**config.mk**
```make
export PLATFORM = sky130hd
export DESIGN_NAME = seq_det_scheduler
export DESIGN_NICKNAME = d
export VERILOG_FILES = /design/src/rtl/seq_det_scheduler_pkg.sv /design/src/rtl/seq_det_scheduler_fsm_0110_next.sv /design/src/rtl/seq_det_scheduler.sv
export SDC_FILE = /design/constraint.sdc
export NUM_CORES = 1
export LEC_CHECK = 0
export CAP_MARGIN = 20
export CORE_UTILIZATION = 50
export DETAILED_ROUTE_END_ITERATION = 12
export PLACE_DENSITY = 0.77
export SLEW_MARGIN = 25
export SYNTH_ARGS = -nofsm -noshare
export SYNTH_HDL_FRONTEND = slang
export SYNTH_SLANG_ARGS = --single-unit
```
**constraint.sdc**
```tcl
create_clock -name clk -period 4.82 [get_ports clk]
set_input_delay 1.446 -clock clk [delete_from_list [all_inputs] [get_ports clk]]
set_output_delay 1.446 -clock clk [all_outputs]
set_load 0.01 [all_outputs]
```
**src/rtl/seq_det_scheduler_pkg.sv**
```systemverilog
// seq_det_scheduler_pkg: state encoding shared by the 0110 detector and its scheduler
package seq_det_scheduler_pkg;
  localparam int STATE_W = 3;
  typedef enum logic [STATE_W-1:0] {
    S_IDLE = 3'd0,
    S_0    = 3'd1,
    S_01   = 3'd2,
    S_011  = 3'd3,
    S_0110 = 3'd4
  } state_t;
endpackage

```
**src/rtl/seq_det_scheduler_fsm_0110_next.sv**
```systemverilog
// fsm_0110_next: combinational next state and Moore output of the overlapping 0110 detector
module fsm_0110_next
  import seq_det_scheduler_pkg::*;
(
  input  state_t state,
  input  logic   x,
  output state_t nxt,
  output logic   z_next
);
  // transition table; after a match the trailing 0 seeds the next one
  always_comb begin
    nxt = S_IDLE;
    case (state)
      S_IDLE:  nxt = x ? S_IDLE : S_0;
      S_0:     nxt = x ? S_01 : S_0;
      S_01:    nxt = x ? S_011 : S_0;
      S_011:   nxt = x ? S_IDLE : S_0110;
      S_0110:  nxt = x ? S_01 : S_0;
      default: nxt = S_IDLE;
    endcase
  end
  assign z_next = nxt == S_0110;
endmodule

```
**src/rtl/seq_det_scheduler.sv**
```systemverilog
// seq_det_scheduler: round-robin time-sharing of one 0110 detector across NCH serial streams
module seq_det_scheduler
  import seq_det_scheduler_pkg::*;
#(
  parameter int NCH   = 4,
  parameter int CNT_W = 8
) (
  input  logic                 clk,
  input  logic                 reset,
  input  logic                 en,
  input  logic                 clr_cnt,
  input  logic [NCH-1:0]       flush,
  input  logic [NCH-1:0]       req_valid,
  input  logic [NCH-1:0]       req_bit,
  output logic [NCH-1:0]       req_ready,
  output logic                 z_valid,
  output logic [$clog2(NCH)-1:0] z_chan,
  output logic                 z,
  output logic [NCH*CNT_W-1:0] match_cnt
);
  localparam int CW = $clog2(NCH);
  state_t           ctx [NCH];
  logic [CNT_W-1:0] cnt [NCH];
  logic [CW-1:0]    rr_ptr, g, idx;
  logic             found, z_next;
  logic [NCH-1:0]   elig;
  state_t           nxt;
  assign elig = req_valid & ~flush & {NCH{en & reset}};
  // pick the first eligible channel at or after rr_ptr, wrapping past NCH-1
  always_comb begin
    found = 1'b0;
    g     = '0;
    idx   = '0;
    for (int k = 0; k < NCH; k++) begin
      idx = CW'((int'(rr_ptr) + k) % NCH);
      if (!found && elig[idx]) begin
        found = 1'b1;
        g     = idx;
      end
    end
  end
  assign req_ready = found ? NCH'(1) << g : '0;
  fsm_0110_next u_fsm (
    .state  (ctx[g]),
    .x      (req_bit[g]),
    .nxt    (nxt),
    .z_next (z_next)
  );
  // contexts, counters, pointer and result registers advance only for the granted channel
  always_ff @(posedge clk or negedge reset) begin
    if (!reset) begin
      for (int i = 0; i < NCH; i++) begin
        ctx[i] <= S_IDLE;
        cnt[i] <= '0;
      end
      rr_ptr  <= '0;
      z_valid <= 1'b0;
      z_chan  <= '0;
      z       <= 1'b0;
    end else begin
      for (int i = 0; i < NCH; i++) begin
        if (flush[i]) ctx[i] <= S_IDLE;
        else if (found && g == CW'(i)) ctx[i] <= nxt;
        if (clr_cnt) cnt[i] <= '0;
        else if (found && g == CW'(i) && z_next && cnt[i] != '1) cnt[i] <= cnt[i] + 1'b1;
      end
      z_valid <= found;
      if (found) begin
        rr_ptr <= (g == CW'(NCH - 1)) ? '0 : g + 1'b1;
        z_chan <= g;
        z      <= z_next;
      end
    end
  end
  for (genvar n = 0; n < NCH; n++) begin : g_cnt
    assign match_cnt[n*CNT_W +: CNT_W] = cnt[n];
  end
endmodule
```
Word level (Yosys, flattened, before mapping)
Cells that the tools add are included.
W data, S select, Z words.
{ "totals": {"ff_bits": 50, "out_inout_bits": 40, "word_cells": 117} }
{ "op_classes": {"add_sub_neg": 8, "magnitude_cmp": 6, "eq_ne": 12, "shifts": 1, "muxes": 44, "bitwise_logic": 5, "reduce_logical": 29} }
{ "op_table": {"columns": ["cell", "count"], "rows": [
  ["$mux W8", 8],
  ["$mux W3", 11],
  ["$add A8 B1 Y8 const B", 4],
  ["$ne A8 B8 Y1 const B", 4],
  ["$reduce_bool A2 Y1", 8],
  ["$logic_and A1 B1 Y1", 15],
  ["$lt A2 B3 Y1 const B", 5],
  ["$mux W2", 7],
  ["$pmux W3 S4", 1],
  ["$bmux W1 S2", 5],
  ["$mux W1", 10],
  ["$and A4 B4 Y4", 2],
  ["$bmux W3 S2", 1],
  ["$eq A3 B2 Y1 const B", 2],
  ["$eq A3 B3 Y1 const B", 2],
  ["$add A2 B1 Y2 const B", 2],
  ["$add A2 B2 Y2 const B", 2],
  ["$eq A2 B2 Y1 const B", 2],
  ["$mux W4", 1],
  ["$not A4 Y4", 1],
  ["$shl A1 B2 Y4 const A", 1],
  ["$eq A3 B1 Y1 const B", 1],
  ["$ge A3 B3 Y1 const B", 1],
  ["$logic_not A1 Y1", 3],
  ["other kinds (6)", 6]
]} }

Logic depth before layout (Yosys ltp)
Gate-level depths: netlist of run 1.
{ "logic_depth": {"ltp_word": 27, "ltp_mapped": 12, "depth_no_buf": 11} }

Hierarchy
From an unflattened synthesis of run 1, not the netlist that was laid out.
{ "hier_totals": {"cells_unflattened": 301, "hier_area_um2": 2905.3} }
{ "modules_own_cells": {"columns": ["mod", "instances", "cells_per_inst", "area_each_um2"], "rows": [
  ["seq_det_scheduler", 1, 293, 2826.5],
  ["fsm_0110_next", 1, 8, 78.8]
]} }

Least setup slack after synthesis of run 1
Ideal clock, no wire load.
{ "synth_path": {"path_kind": "input-to-output", "from": "in flush[0]", "to": "out req_ready[1]", "t_arrival_ns": 2.785, "required_ns": 3.374, "slack_ns": 0.589, "cell_stages": 8, "n_path_buf": 0, "path_cell_list": "or4b_4 -> o41ai_1 -> a31oi_1 -> o211ai_2 -> inv_1 -> ha_1 -> nand2_1 -> inv_1"} }
{ "synth_via": {"elab_chain_cells": 17, "elab_cells_between_ends": 27} }
{ "synth_rtl": {"columns": ["item", "line_no", "rtl"], "rows": [
  ["start, declared", "seq_det_scheduler.sv:12", "input logic [NCH-1:0] flush,"],
  ["$not A4 Y4 (*)", "seq_det_scheduler.sv:28", "assign elig = req_valid & ~flush & {NCH{en & reset}};"],
  ["$and A4 B4 Y4 (*) (2 in series)", "seq_det_scheduler.sv:28", null],
  ["$bmux W1 S2", "seq_det_scheduler.sv:36", "if (!found && elig[idx]) begin"],
  ["$mux W1 (implied by the code)", "seq_det_scheduler.sv:36", null],
  ["$mux W1", "seq_det_scheduler.sv:36", null],
  ["$logic_not A1 Y1", "seq_det_scheduler.sv:36", null],
  ["$logic_and A1 B1 Y1", "seq_det_scheduler.sv:36", null],
  ["$mux W1", "seq_det_scheduler.sv:36", null],
  ["$logic_not A1 Y1", "seq_det_scheduler.sv:36", null],
  ["$logic_and A1 B1 Y1", "seq_det_scheduler.sv:36", null],
  ["$mux W1", "seq_det_scheduler.sv:36", null],
  ["$logic_not A1 Y1", "seq_det_scheduler.sv:36", null],
  ["$logic_and A1 B1 Y1", "seq_det_scheduler.sv:36", null],
  ["$mux W2 (*)", "seq_det_scheduler.sv:36", null],
  ["via g[0]", "seq_det_scheduler.sv:24", "logic [CW-1:0] rr_ptr, g, idx;"],
  ["$shl A1 B2 Y4 (*)", "seq_det_scheduler.sv:42", "assign req_ready = found ? NCH'(1) << g : '0;"],
  ["$mux W4 (*)", "seq_det_scheduler.sv:42", null],
  ["end, declared", "seq_det_scheduler.sv:15", "output logic [NCH-1:0] req_ready,"]
]} }
Mark *: on every way through the listed nets, which the timed path passes. The rest lies on a longest branch. The select of a mux whose other input is x is not followed.

Worst setup path in the final report of run 1
{ "layout_path": {"from": "in req_valid[2]", "to": "out req_ready[2]"} }
{ "layout_via": {"elab_chain_cells": 16, "elab_cells_between_ends": 26} }
{ "layout_rtl": {"columns": ["item", "line_no", "rtl"], "rows": [
  ["start, declared", "seq_det_scheduler.sv:13", "input logic [NCH-1:0] req_valid,"],
  ["$and A4 B4 Y4 (*) (2 in series)", "seq_det_scheduler.sv:28", null],
  ["$bmux W1 S2", "seq_det_scheduler.sv:36", null],
  ["$mux W1 (implied by the code)", "seq_det_scheduler.sv:36", null],
  ["$mux W1", "seq_det_scheduler.sv:36", null],
  ["$logic_not A1 Y1", "seq_det_scheduler.sv:36", null],
  ["$logic_and A1 B1 Y1", "seq_det_scheduler.sv:36", null],
  ["$mux W1", "seq_det_scheduler.sv:36", null],
  ["$logic_not A1 Y1", "seq_det_scheduler.sv:36", null],
  ["$logic_and A1 B1 Y1", "seq_det_scheduler.sv:36", null],
  ["$mux W1", "seq_det_scheduler.sv:36", null],
  ["$logic_not A1 Y1", "seq_det_scheduler.sv:36", null],
  ["$logic_and A1 B1 Y1", "seq_det_scheduler.sv:36", null],
  ["$mux W2 (*)", "seq_det_scheduler.sv:36", null],
  ["via g[1]", "seq_det_scheduler.sv:24", null],
  ["$shl A1 B2 Y4 (*)", "seq_det_scheduler.sv:42", null],
  ["$mux W4 (*)", "seq_det_scheduler.sv:42", null]
]} }
Marked as above.

==> flow_summary.json, run 1 <==
{
  "criticalPathCategory": "in -> out",
  "tritoncts": "done",
  "critPathCapture": "req_ready[2]",
  "final_util_pct": 70.6,
  "nets": 428,
  "synth.area.top_cells": "dfrtp_1 (42%), mux2_2 (4.5%), a21oi_1 (4.2%)",
  "antenna_left": 0,
  "rows": 27,
  "die_x_um": 79.3,
  "syn_nets": 343,
  "drive_gt1_share_pct": 20.5,
  "ios": 56,
  "tightest_slew_ps": 628,
  "reg2reg_slack_ps": 1380,
  "fin_crit_ps": 4800,
  "viasPerCell": 5.84,
  "grt_pass1_wl_mm": 12.3,
  "syn_inst": 319,
  "worstSetupStartpointType": "input port",
  "io_buffer_count": 55,
  "arrival_ps": 3360,
  "end_kind": "output pin",
  "report.final.slew_viol_count": 0,
  "clock_skew_ps": 6.43,
  "synthMuxAreaShare_pct": 9.08,
  "synth-compound-area-share_pct": 15.4,
  "path_clk_slew_ps": 90,
  "leakage_nw": 1.75,
  "timing_hold_violations_final": 0,
  "synth_seq_cells": 50,
  "rr_startpoint": "rr_ptr[1]$_DFFE_PN0P_",
  "irDropWorstVdd_mv": 0.141,
  "critPathMaxStageDelay_ps": 500,
  "crit_start": "req_valid[2]",
  "antenna_cells": 0,
  "synth_edf_count": 0,
  "reg2reg_to": "match_cnt[29]$_DFFE_PN0P_",
  "ys_async_sr_fraction_pct": 100,
  "worstPathCellList": "clkdlybuf4s50_1 > nor2b_2 > a311o_1 > o2111ai_4 > inv_2 > ha_2 > nand2_1 > inv_1 > dlygate4sd2_1",
  "yosys_warnings": 0,
  "crit_slowest_cell": "clkdlybuf4s50_1",
  "crit_family": "buffers and inverters",
  "rsz0062_at_grt": "true",
  "synth_xor_area_share_pct": 0.293,
  "synth_top_family_by_area": "simple AND/OR/NAND/NOR gates",
  "clockRootBuffer": "clkbuf_8",
  "worst-endpoint-required_ps": 3370,
  "numCtsBuffers": 5,
  "core_um2": 5640,
  "outcome": "completed",
  "cts_buffer_depth": 2,
  "grt_pass1_vias": 2643,
  "reg2regPathDepth": 12,
  "syn_area_per_cell_um2": 9.37,
  "power_density_nw_per_um2": 230,
  "drt-total-wl_mm": 7.57,
  "yosys.area.top_type": "dfrtp_1",
  "area_delta_synth_final_pct": 33.3,
  "clock-sinks": 50,
  "cap_violations": 0,
  "avgRoutedWirePerCell_um": 15.9,
  "gr-total-overflow": 0,
  "clk_latency_ps": 310,
  "drc": 0,
  "syn_area_um2": 2990,
  "antenna_found_initial": 0,
  "ys.flop_type": "dfrtp_1",
  "dpl.hpwl_mm": 5.31,
  "die_area_um2": 6290,
  "via_count": 2784,
  "total_power_mw": 0.916,
  "crit_buf_inv": 4,
  "yosys.area.top_type_share_pct": 41.9,
  "period_share_pct": 99.7,
  "routabilityCongestion": 0.922,
  "drt_iter0_drc": 227,
  "grt_max_degree": 51,
  "first_pass_iters": 4,
  "start_util_pct": 53.0,
  "fmax_ghz": 0.208,
  "yosys.area_share.simple_pct": 24.5,
  "setup_viol": 0,
  "grt_usage_pct": 25.0,
  "min_path_type": "reg -> reg",
  "max_slew_margin_pct": 58.2,
  "synth-seq-area-share_pct": 41.9,
  "synth_fa_ha_area_share_pct": 3.35,
  "h-tree-depth": 2,
  "cp.depth": 9,
  "yosysUniqueCellTypes": 49,
  "die_h_um": 79.3,
  "cp_max_fo": 6
}
==> logic make-up (layout without fill, tap and decap cells) <==
logic type / count (synthesis) / count (layout)
DFF: 50 / 50
and+or+nand+nor: 130 / 130
muxes: 25 / 25
xor gates and xnor gates: 1 / 1
AOI/OAI and AO/OA: 68 / 68
buffers and inverters: 37 / 123
adders and majority gates: 8 / 8
==> repair_timing <==
| item | in CTS | in global routing |
|---|---|---|
| pin swaps | 1 | 0 |
| setup buffers | 5 | 0 |
| cloned | 0 | 0 |
| gates resized for setup | 15 | 3 |
| setup endpoints to repair | 4 | 3 |
| hold buffers | 0 | 0 |
==> sequential cells by signal, summed over array words and instances (netlist names) <==
register / flops
match_cnt: 32
ctx: 12
rr_ptr: 2
z_chan: 2
z: 1
z_valid: 1
==> cells in the mapped netlist, types with 2 or more instances <==
cell       n
nor3_1     4
nor2_1    18
o21ai_0    7
dfrtp_1   50
o41ai_1    5
or4_4      2
or4_1     13
nand2_1   27
nand4_1    7
and3_1     8
nand2b_1   5
nand3_1   14
a31o_2     3
ha_1       8
mux2_2    12
a211oi_1   4
nor2b_1   10
o31ai_1   15
nor4_1     7
nand3b_1   5
or3_1      3
a21oi_1   25
buf_2      2
inv_1     20
mux2i_1   11
clkbuf_1  11
==> cell type report <==
class	instances	area, um^2
clock inverter	3	68.8
inverter	21	78.8
fill	451	1660
sequential	50	1250
timing repair buffer	94	825
clock buffer	5	68.8
multi-input combinational	232	1600
tap	72	90.1
==> metrics by stage <==
stage | TNS (ps) | worst slack (ps) | hold slack (ps) | instances | instance area (um^2)
after detailed placement | -1260 | -348 | 468 | 464 | 3800
final | 0 | 16.0 | 498 | 477 | 3980
after global routing | -175 | -74.0 | 534 | 477 | 3980
after global placement | -927 | -249 | 457 | 464 | 3800
after CTS | 0 | 26.2 | 497 | 477 | 3980
after floorplan | 0 | 589 | 472 | 319 | 2990
==> placed cells by master, fill, tap and decap left out, types with 2 or more instances in the layout <==
cell,netlist,final
dfrtp_1,50,50
clkdlybuf4s50_1,0,47
buf_4,0,39
nand2_1,27,26
a21oi_1,25,25
inv_1,20,19
nor2_1,18,18
nand3_1,14,14
o31ai_1,15,14
or4_1,13,13
mux2_2,12,12
mux2i_1,11,11
nor2b_1,10,9
and3_1,8,8
nor4_1,7,7
nand4_1,7,7
o21ai_0,7,7
ha_1,8,6
o41ai_1,5,5
nand3b_1,5,5
clkbuf_8,0,5
nand2b_1,5,4
nor3_1,4,4
a211oi_1,4,4
dlygate4sd2_1,0,4
a31o_2,3,3
or3_1,3,3
buf_2,2,3
inv_2,1,2
or4_4,2,2
ha_2,0,2
bufinv_16,0,2
==> routing by layer <==
metal | wire [um] | part of all wire, % | track usage [%]
met2 | 3820 | 50 | 43.1
met3 | 296 | 3.9 | 4.37
met5 | 0 | 0 | 0
met4 | 93 | 1.2 | 6.73
met1 | 3370 | 44 | 32.1
==> worst register-to-register path, delay by kind of cell (launching register included) <==
kind	cells	cell delay, ps
buffers and inverters	4	650
flip-flops	1	470
multiplexers	2	760
AND/OR/NAND/NOR	3	1170
AO/OA/AOI/OAI	3	280
==> worst min-delay path by stage <==
stage                     depth (start not counted)                    end                   from
after floorplan                                   2     ctx[1]$_DFFE_PN0P_     ctx[1]$_DFFE_PN0P_
after global placement                            2  z_chan[1]$_DFFE_PN0P_  z_chan[1]$_DFFE_PN0P_
after detailed placement                          2  z_chan[0]$_DFFE_PN0P_  z_chan[0]$_DFFE_PN0P_
after CTS                                         2  z_chan[1]$_DFFE_PN0P_  z_chan[1]$_DFFE_PN0P_
after global routing                              2  z_chan[1]$_DFFE_PN0P_  z_chan[1]$_DFFE_PN0P_
final                                             2  z_chan[0]$_DFFE_PN0P_  z_chan[0]$_DFFE_PN0P_
==> power by group <==
part           switching (mW)  internal, mW
Sequential            0.00968         0.428
Clock                   0.145         0.208
Combinational          0.0661        0.0584
Total                   0.221         0.695
(Power assumes the default switching activity.)
==> run 2: changes to the inputs <==
Settings changed: CTS_CLUSTER_SIZE set to 28.
==> results of run 2 <==
The final DEF is identical to that of run 1; final timing and power are the same.
==> run 3: changes to the inputs <==
Settings changed: CORE_UTILIZATION 50 to 52, PLACE_DENSITY 0.77 to 0.8.
Clock period 4.82 ns to 5.2 ns, I/O delays scaled along.
==> flow_summary.json, run 3 (synthesis gave the netlist of run 1 again) <==
{
  "outcome": "finished with violations",
  "violations": "setup timing",
  "fin_crit_ps": 5230,
  "tritoncts": "done",
  "h-tree-depth": 2,
  "antenna_left": 0,
  "drt_iter0_drc": 254,
  "comb_power_share_pct": 22.1,
  "final_cells": 491,
  "crit_slowest_cell": "clkdlybuf4s50_1",
  "via_count": 2986,
  "routabilityCongestion": 0.863,
  "area_delta_synth_final_pct": 35.6,
  "highest_layer": "met4",
  "nets": 443,
  "clk_latency_ps": 310,
  "finalWorstSetupSlack_ps": -26.6,
  "cpMostUsedCell": "buf_4",
  "path_clk_slew_ps": 90,
  "tightest_slew_ps": 890,
  "seq_power_share_pct": 50.8,
  "power_switching_mw": 0.222,
  "cp_max_fo": 3,
  "clock_skew_ps": 5.77,
  "finalSetupTns_ps": -26.6,
  "met3_length_um": 441,
  "report.final.slew_viol_count": 0,
  "arrival_ps": 5480,
  "rows": 27,
  "timing_hold_violations_final": 0,
  "clockRootBuffer": "clkbuf_8",
  "cts_buffer_depth": 2,
  "dpl.hpwl_mm": 5.13,
  "grt_pass1_wl_mm": 13.4,
  "end_kind": "flop",
  "ios": 56,
  "reg2regPathDepth": 27,
  "start_util_pct": 54.3,
  "die_x_um": 77.8,
  "clkPwrFrac_pct": 27.2,
  "core_um2": 5510,
  "max_slew_margin_pct": 40.5,
  "die_h_um": 77.8,
  "setup_viol": 1,
  "period_share_pct": 101,
  "drive_gt1_share_pct": 23.6,
  "power.internal_mw": 0.582,
  "gr-total-overflow": 0,
  "worstSetupStartpointType": "input port",
  "largest_reg_flops": 32,
  "crit_start": "req_valid[2]",
  "reg2reg_to": "rr_ptr[0]$_DFFE_PN0P_",
  "holdBufCountCts": 0,
  "final_util_pct": 73.6,
  "grt_max_degree": 51,
  "die_area_um2": 6060,
  "cap_violations": 0,
  "antenna_found_initial": 0,
  "dr_wl_met2_mm": 4.32,
  "avgRoutedWirePerCell_um": 17.6,
  "viasPerCell": 6.08,
  "numCtsBuffers": 5,
  "critPathCapture": "rr_ptr[0]$_DFFE_PN0P_",
  "min_path_type": "reg -> reg",
  "wl_met1_mm": 3.57,
  "power_density_nw_per_um2": 198,
  "cp.depth": 27,
  "swShare_pct": 27.6,
  "layout_common_cells": "buf_4 (54), dfrtp_1 (50), clkdlybuf4s50_1 (47)",
  "rsz0062_at_grt": "true",
  "fmax_ghz": 0.191,
  "rr_startpoint": "rr_ptr[1]$_DFFE_PN0P_",
  "leakage_nw": 1.81,
  "io_buffer_count": 55,
  "drc": 0,
  "grt_pass1_vias": 2770,
  "regArea_um2": 1250,
  "reg2reg_slack_ps": 920,
  "dp_cells": 458,
  "critPathMaxStageDelay_ps": 500,
  "crit_buf_inv": 23,
  "clock-sinks": 50,
  "multi_input_area_um2": 1620,
  "irDropWorstVdd_mv": 0.170,
  "whs_ps": 491,
  "n_fill_cell": 383,
  "grt_usage_pct": 28.8,
  "criticalPathCategory": "in -> reg",
  "drt-total-wl_mm": 8.66,
  "final_common_cell": "buf_4",
  "total_power_mw": 0.804,
  "worst-endpoint-required_ps": 5450,
  "antenna_cells": 0,
  "crit_family": "buffers and inverters",
  "first_pass_iters": 6
}
run 3: cell types whose count changed in the layout (fill, tap and decap cells not counted), moves of 2 or more:
cell	delta
buf_2	-2
buf_4	+15
bufinv_16	-2
clkbuf_1	+2
clkbuf_2	+3
run 3: power by group through the flow:
stage,logic (mW),registers (mW),clock network (mW)
after floorplan,0.0496,0.413,0
after global placement,0.104,0.412,0
after detailed placement,0.107,0.413,0
after CTS,0.153,0.406,0.223
after global routing,0.186,0.409,0.241
final,0.177,0.408,0.218
run 3: worst min-delay path: cells and delay by family (launching register included):
family           cells  cell delay, ps
flip-flops           1             360
AND/OR/NAND/NOR      2             100
run 3: worst min-delay path by stage:
| stage | startpoint | to | slack, ps | cells after the start |
|---|---|---|---|---|
| CTS | z_chan[1]$_DFFE_PN0P_ | z_chan[1]$_DFFE_PN0P_ | 500 | 2 |
| detailed placement | z_chan[1]$_DFFE_PN0P_ | z_chan[1]$_DFFE_PN0P_ | 480 | 2 |
| finish | z_chan[1]$_DFFE_PN0P_ | z_chan[1]$_DFFE_PN0P_ | 490 | 2 |
| global route | z_chan[0]$_DFFE_PN0P_ | z_chan[0]$_DFFE_PN0P_ | 530 | 2 |
| floorplan | ctx[1]$_DFFE_PN0P_ | ctx[1]$_DFFE_PN0P_ | 470 | 2 |
| global placement | z_chan[0]$_DFFE_PN0P_ | z_chan[0]$_DFFE_PN0P_ | 460 | 2 |
run 3: through the flow:
stage                     worst slack [ps]  cell area [um^2]
after floorplan                        741              2990
after global placement                -117              3750
after detailed placement              -205              3750
after CTS                              147              4020
after global routing                 -80.0              4050
final                                -26.6              4050
run 3: area by class of cell:
type                       instances  share of cell area, %
timing repair buffer             109                   23.1
sequential                        50                   30.9
tap                               72                   2.22
clock buffer                       7                   1.88
inverter                          21                   1.95
multi-input combinational        232                   40.0
run 3: metal layers:
metal,GRT usage (%),vias to the layer above
li1,-,1372
met1,35.2,1457
met2,48.1,126
met3,5.88,31
met4,14.7,0
met5,0,-
run 3: timing repair:
action / CTS / global route
gates resized for setup: 10 / 15
endpoints found under the setup margin: 4 / 4
pin swaps: 1 / 4
buffers inserted: 24 / 2
